==> src/rtl/cpu_pkg.sv <==
// Shared core definitions: next-PC select encodings and the default PC width.
package cpu_pkg;

  localparam int PC_W_DEFAULT = 16;

  typedef enum logic [1:0] {
    BR_SEQ = 2'd0,
    BR_TGT = 2'd1,
    BR_RET = 2'd2,
    BR_RSV = 2'd3
  } br_sel_e;

endpackage

==> src/rtl/ras_stack.sv <==
// Circular return-address stack. Full pushes overwrite the oldest entry; an empty
// stack presents RESET_VAL on top. ovf/unf are single-cycle pulses for this edge.
module ras_stack
  import cpu_pkg::*;
#(
  parameter int             W         = PC_W_DEFAULT,
  parameter int             DEPTH     = 4,
  parameter logic [W-1:0]   RESET_VAL = '0
) (
  input  logic         clk,
  input  logic         rst,
  input  logic         push,
  input  logic         pop,
  input  logic [W-1:0] push_data,
  output logic [W-1:0] top,
  output logic         ovf,
  output logic         unf
);

  localparam int PW = $clog2(DEPTH);
  localparam int CW = $clog2(DEPTH + 1);

  logic [W-1:0]  mem_q [DEPTH];
  logic [W-1:0]  mem_d [DEPTH];
  logic [PW-1:0] ptr_q, ptr_d, ptr_inc;
  logic [CW-1:0] cnt_q, cnt_d;

  assign ptr_inc = ptr_q + 1'b1;
  assign top     = (cnt_q == '0) ? RESET_VAL : mem_q[ptr_q];

  always_comb begin
    mem_d = mem_q;
    ptr_d = ptr_q;
    cnt_d = cnt_q;
    ovf   = 1'b0;
    unf   = 1'b0;
    if (push && pop) begin
      // Replace the top in place; the entry count does not move.
      if (cnt_q == '0) unf = 1'b1;
      else             mem_d[ptr_q] = push_data;
    end else if (push) begin
      ptr_d          = ptr_inc;
      mem_d[ptr_inc] = push_data;
      if (cnt_q == CW'(DEPTH)) ovf   = 1'b1;
      else                     cnt_d = cnt_q + 1'b1;
    end else if (pop) begin
      if (cnt_q == '0) begin
        unf = 1'b1;
      end else begin
        ptr_d = ptr_q - 1'b1;
        cnt_d = cnt_q - 1'b1;
      end
    end
  end

  always_ff @(posedge clk) begin
    if (rst) begin
      for (int i = 0; i < DEPTH; i++) mem_q[i] <= RESET_VAL;
      ptr_q <= '0;
      cnt_q <= '0;
    end else begin
      mem_q <= mem_d;
      ptr_q <= ptr_d;
      cnt_q <= cnt_d;
    end
  end

endmodule

==> src/rtl/fetch_pc_unit.sv <==
// Program counter and return-address unit. Define FETCH_RAS_EN for a RAS_DEPTH-entry
// return-address stack; otherwise a single link register holds the return address.
module fetch_pc_unit
  import cpu_pkg::*;
#(
  parameter int              PC_W      = PC_W_DEFAULT,
  parameter logic [PC_W-1:0] RESET_PC  = '0,
  parameter int              RAS_DEPTH = 4
) (
  input  logic            clk,
  input  logic            rst,
  input  logic            stall,
  input  logic [1:0]      branchSel,
  input  logic [PC_W-1:0] target,
  input  logic            lr_we,
  output logic [PC_W-1:0] pc,
  output logic [PC_W-1:0] pc_plus2,
  output logic [PC_W-1:0] lr_out,
  output logic            ras_ovf,
  output logic            ras_unf,
  output logic            bad_sel
);

  logic [PC_W-1:0] pc_q, pc_d;
  logic            bad_sel_q, bad_sel_d;
  logic            push;

  assign push     = lr_we & ~stall;
  assign pc       = pc_q;
  assign pc_plus2 = pc_q + PC_W'(2);
  assign bad_sel  = bad_sel_q;

`ifdef FETCH_RAS_EN
  logic pop, ovf_pulse, unf_pulse;
  logic ras_ovf_q, ras_ovf_d, ras_unf_q, ras_unf_d;

  assign pop = (branchSel == BR_RET) & ~stall;

  ras_stack #(
    .W         (PC_W),
    .DEPTH     (RAS_DEPTH),
    .RESET_VAL (RESET_PC)
  ) u_ras (
    .clk       (clk),
    .rst       (rst),
    .push      (push),
    .pop       (pop),
    .push_data (pc_plus2),
    .top       (lr_out),
    .ovf       (ovf_pulse),
    .unf       (unf_pulse)
  );

  always_comb begin
    ras_ovf_d = ras_ovf_q | ovf_pulse;
    ras_unf_d = ras_unf_q | unf_pulse;
  end

  always_ff @(posedge clk) begin
    if (rst) begin
      ras_ovf_q <= 1'b0;
      ras_unf_q <= 1'b0;
    end else begin
      ras_ovf_q <= ras_ovf_d;
      ras_unf_q <= ras_unf_d;
    end
  end

  assign ras_ovf = ras_ovf_q;
  assign ras_unf = ras_unf_q;
`else
  logic [PC_W-1:0] lr_q, lr_d;

  always_comb lr_d = push ? pc_plus2 : lr_q;

  always_ff @(posedge clk) begin
    if (rst) lr_q <= RESET_PC;
    else     lr_q <= lr_d;
  end

  assign lr_out  = lr_q;
  assign ras_ovf = 1'b0;
  assign ras_unf = 1'b0;
`endif

  // An empty stack already presents RESET_PC on lr_out, so returns need no special case.
  always_comb begin
    pc_d      = pc_q;
    bad_sel_d = bad_sel_q;
    if (!stall) begin
      case (br_sel_e'(branchSel))
        BR_TGT:  pc_d = target & ~PC_W'(1);
        BR_RET:  pc_d = lr_out;
        BR_RSV: begin
          pc_d      = pc_plus2;
          bad_sel_d = 1'b1;
        end
        default: pc_d = pc_plus2;
      endcase
    end
  end

  always_ff @(posedge clk) begin
    if (rst) begin
      pc_q      <= RESET_PC;
      bad_sel_q <= 1'b0;
    end else begin
      pc_q      <= pc_d;
      bad_sel_q <= bad_sel_d;
    end
  end

endmodule

==> config.mk <==
export PLATFORM = sky130hd
export DESIGN_NAME = fetch_pc_unit
export DESIGN_NICKNAME = d
export VERILOG_FILES = /design/src/rtl/cpu_pkg.sv /design/src/rtl/ras_stack.sv /design/src/rtl/fetch_pc_unit.sv
export SDC_FILE = /design/constraint.sdc
export NUM_CORES = 1
export LEC_CHECK = 0
export CORE_UTILIZATION = 47
export DETAILED_ROUTE_END_ITERATION = 10
export GPL_TIMING_DRIVEN = 0
export PLACE_DENSITY = 0.85
export RECOVER_POWER = 100
export SYNTH_ARGS = -nofsm -noshare
export SYNTH_HDL_FRONTEND = slang
export SYNTH_HIERARCHICAL = 1
export SYNTH_SLANG_ARGS = --single-unit
==> constraint.sdc <==
create_clock -name clk -period 2.7 [get_ports clk]
set_input_delay 0.27 -clock clk [delete_from_list [all_inputs] [get_ports clk]]
set_output_delay 0.27 -clock clk [all_outputs]
set_load 0.01 [all_outputs]
; ---- Word level (Yosys, flattened, before mapping)
; Index checks and enable logic that the tools add are counted.
[word_totals]
inputBits = 22
ff_bits = 33
output_inout_bits = 51
[classes]
n_mux = 1
eq_ne = 3
reduce_logical = 1
add_sub_neg = 1
bitwise_logic = 2
[op_table]
columns = operator, n
row1 = $pmux 16 s2, 1
row2 = $add 16x2->16 const B, 1
row3 = $eq 2x2->1 const B, 2
row4 = $eq 2x1->1 const B, 1
row5 = $reduce_and 2->1, 1
row6 = $and 1x1->1, 1
row7 = $not 1->1, 1

; ---- Depth between registers and ports, before layout
; Gate-level depths: netlist (run 1).
[logic_depth]
word_depth = 2
depth_mapped = 8

; ---- Least setup slack after synthesis (run 1)
; Ideal clock, no wire load.
[synth_timing]
kind = reg-to-output
startpoint = register pc_q[1], in the netlist pc[1]
endpoint = output port pc_plus2[13]
path_stages_with_launch = 6
required_time_ns = 2.430
setup_slack_ns = 0.805
arrival_ns = 1.625
cell_sequence = dfxtp_1 -> ha_1 -> nand3_2 -> or4_4 -> xor2_1 -> inv_1
[synth_between]
elab_chain_len = 1
[synth_rtl]
columns = item, line
row1 = "start, declared", fetch_pc_unit.sv:24  ; logic [PC_W-1:0] pc_q, pc_d;
row2 = "start signal, assigned", fetch_pc_unit.sv:108  ; pc_q <= pc_d;
row3 = $add 16x2->16, fetch_pc_unit.sv:30  ; assign pc_plus2 = pc_q + PC_W'(2);
row4 = "end, declared", fetch_pc_unit.sv:17  ; output logic [PC_W-1:0] pc_plus2,
; No other way between the ends.

; ---- Worst setup path after layout (run 1)
[layout_timing]
startpoint = register pc_q[2], in the netlist pc[2]
endpoint = output port pc_plus2[13]
; The elaborated chain is that of the path after synthesis.

==> results.toml, run 1 <==
[clocking]
cts_root_buffer = "clkbuf_8"
cts_tree = "yes"
clk_latency_ns = 0.29
clk_path_buf_depth = 2
cts_buffers = 5
holdBufCountCts = 0
cts.sinks = 33
clk_pin_slew_ns = 0.07
cts_htree_levels = 2

[synthesis]
ys_warn_count = 6
synth_seq_area_share = 0.347
yosysTopAreaCell = "dfxtp_1"
postSynthCellCount = 236
ys_ff_latch = 33
synthArstFlopShare = 0
synth_common_cells = "dfxtp_1, a21oi_1, nor2_1, inv_1, clkbuf_1"
synthesis.area_sq_um = 1910
synth_top_area_share = 0.347
avgSynthCellArea_sq_um = 8.07
synth_cell_types = 47
synth-edff-count = 0
synthTopCellsByArea = "dfxtp_1, a21oi_1, xnor2_1"
yosys.cell_count.top_type = "dfxtp_1"
synth_flop_cell = "dfxtp_1"

[floorplan]
core_area_sq_um = 3770
row_count = 22
die_x_um = 65.7
die_h_um = 65.7
start_util = 0.505
ios = 73
die-area_sq_um = 4310

[sta]
finalSetupViolCount = 0
tns_ns = 0
grt_setup_unrepaired = "false"
fin_skew_ns = 0.00618
hold_ws_ns = 0.467
relSlewSlack = 0.539
hold_viol = 0
tightest_slew_ns = 0.691
post-route-period-util = 0.957
finalMaxSlewViolations = 0
fin_crit_ns = 2.58
fmax_ghz = 0.387

[final_layout]
nets = 339
fin_cells = 361
final_layout_size_suffix_gt1_frac = 0.0767
syn2layout_area_growth_pct = 45.7
seqCellArea_sq_um = 662
multi_input_area_sq_um = 1100
diodes = 0
final.fill_count = 299

[routing]
num_vias = 2113
drc = 0
first_pass_iters = 5
drt_iter0_drc = 162
wire_per_inst_um = 16.5
wl_um = 5960
viasPerCell = 5.85
postRouteAntennaNets = 0

[status]
outcome = "complete, no violations"

[power]
irDropWorstVdd_mv = 0.328
p_leak_uw = 0.00115
p_per_area_nw_per_um2 = 434

[worst_setup_path]
startpoint_type = "flip-flop"
slowest_stage = "clkdlybuf4s50_1"
path_depth = 6
crit_family = "simple AND/OR/NAND/NOR gates"
crit_type = "reg -> out"
required_ns = 2.43
path_max_fanout = 9
path_cells = "ha_4 -> nand3_4 -> or4_4 -> xor2_1 -> inv_1 -> clkdlybuf4s50_1"
worst-path-buf-inv = 2
endpoint_kind = "output port"
cp.arrival_ns = 2.31
reg2reg_depth = 5
cpPeakStageDelay_ns = 0.52

[global_route]
grt_max_degree = 11
grt_use_total = 0.292
grt_pass1_vias = 1983
grt_pass1_wl_um = 9580
grt-ovfl-total = 0
antenna_found_initial = 0

[placed_design]
gp_congestion = 0.879
post-place-cells = 354
portBuffers = 69
hpwl_um = 4060

[flow_run]
maxCapViolations = 0

[min_path]
hold_class = "reg -> reg"
holdPathStages = 2
## cell type report
class,instances,share of cell area
Multi-Input combinational cell,162,0.398
Timing Repair Buffer,69,0.249
Sequential cell,33,0.238
Buffer,21,0.0338
Clock buffer,7,0.0311
Inverter,21,0.0284
Tap cell,48,0.0216
## cells in the final DEF (no fill, tap or decap), types with 2 or more instances in the layout
master           instances
a311oi_1                 2
conb_1                   2
nor2b_1                  4
ha_1                     3
inv_1                   20
nand3_1                  6
nand3b_1                 4
a31oi_1                  6
nand2_1                  7
o32ai_1                  3
a211oi_1                 6
a21oi_1                 22
buf_2                    2
nor3_1                   7
clkdlybuf4s50_1         28
a22oi_1                  8
mux2i_1                  4
o31ai_1                  4
dlygate4sd3_1           41
buf_1                    2
a221oi_1                 5
or2_2                    2
o21ai_0                 12
nor2_1                  21
a22o_1                   2
dfxtp_1                 32
buf_4                    3
clkbuf_8                 6
xor2_1                   3
xnor2_1                 10
clkbuf_1                14
## per-stage QoR
stage,power (uW),cell area [sq um],utilization,setup slack [ns]
3_3_place_gp,827,2660,0.705,0.204
4_1_cts,1210,2760,0.731,0.0665
5_1_grt,1250,2780,0.736,0.0348
2_1_floorplan,687,1910,-,0.805
6_report,1210,2780,0.736,0.116
3_5_place_dp,832,2660,0.705,0.182
## layer usage
metal,wire length (um),vias to the layer above,track usage
li1,-,995,-
met1,2550,982,0.381
met2,2780,124,0.477
met3,551,12,0.0573
met4,82,0,0.0924
met5,0,-,0
## final timing paths
| kind | startpoint | endpoint | slack (ns) |
|---|---|---|---|
| setup / recovery | pc[2] | pc_plus2[13] | 0.12 |
| hold / removal | bad_sel | bad_sel | 0.47 |
| setup reg to reg | pc[2] | pc[9] | 0.97 |
| hold reg to reg | bad_sel | bad_sel | 0.47 |
## flip-flops by register name (all words and copies together), names as in the netlist
signal	flops
bad_sel	1
lr_out	16
pc	16
## what timing repair did
action | CTS | global route
endpoints found under the hold margin | 0 | 0
setup endpoints to repair | 4 | 2
gates resized for setup | 3 | 2
setup buffers | 0 | 0
## cells by family after synthesis
family	after synthesis	share of synthesized area
compound gates	76	0.263
simple gates	63	0.191
buf+inv	42	0.0906
flops	33	0.347
xor+xnor	13	0.0598
mux	4	0.0210
fa+ha+maj	4	0.0263
other cells	1	0.00197
## where the power goes
group	leakage, uW	internal (uW)	total (uW)	switching (uW)
logic	0.000833	134	279	145
clock network	0.0000443	202	385	182
registers	0.000270	512	543	30.5
total	0.00115	849	1210	358
## worst register-to-register path, cell delays in order (launching register included)
cell	delay, ns
dfxtp_1	0.44
ha_4	0.21
nand3_4	0.15
or3_4	0.38
or3b_1	0.35
a31oi_1	0.12
No activity file was read; power rests on OpenSTA's default activity.
==> inputs of run 2 (changes only) <==
--- a/config.mk
+++ b/config.mk
@@ -12,5 +12,4 @@
 export RECOVER_POWER = 100
 export SYNTH_ARGS = -nofsm -noshare
 export SYNTH_HDL_FRONTEND = slang
-export SYNTH_HIERARCHICAL = 1
 export SYNTH_SLANG_ARGS = --single-unit
==> results of run 2 <==
The final DEF is identical to that of run 1; final timing and power are the same.
Among the figures that moved: Yosys warning count 6 -> 0
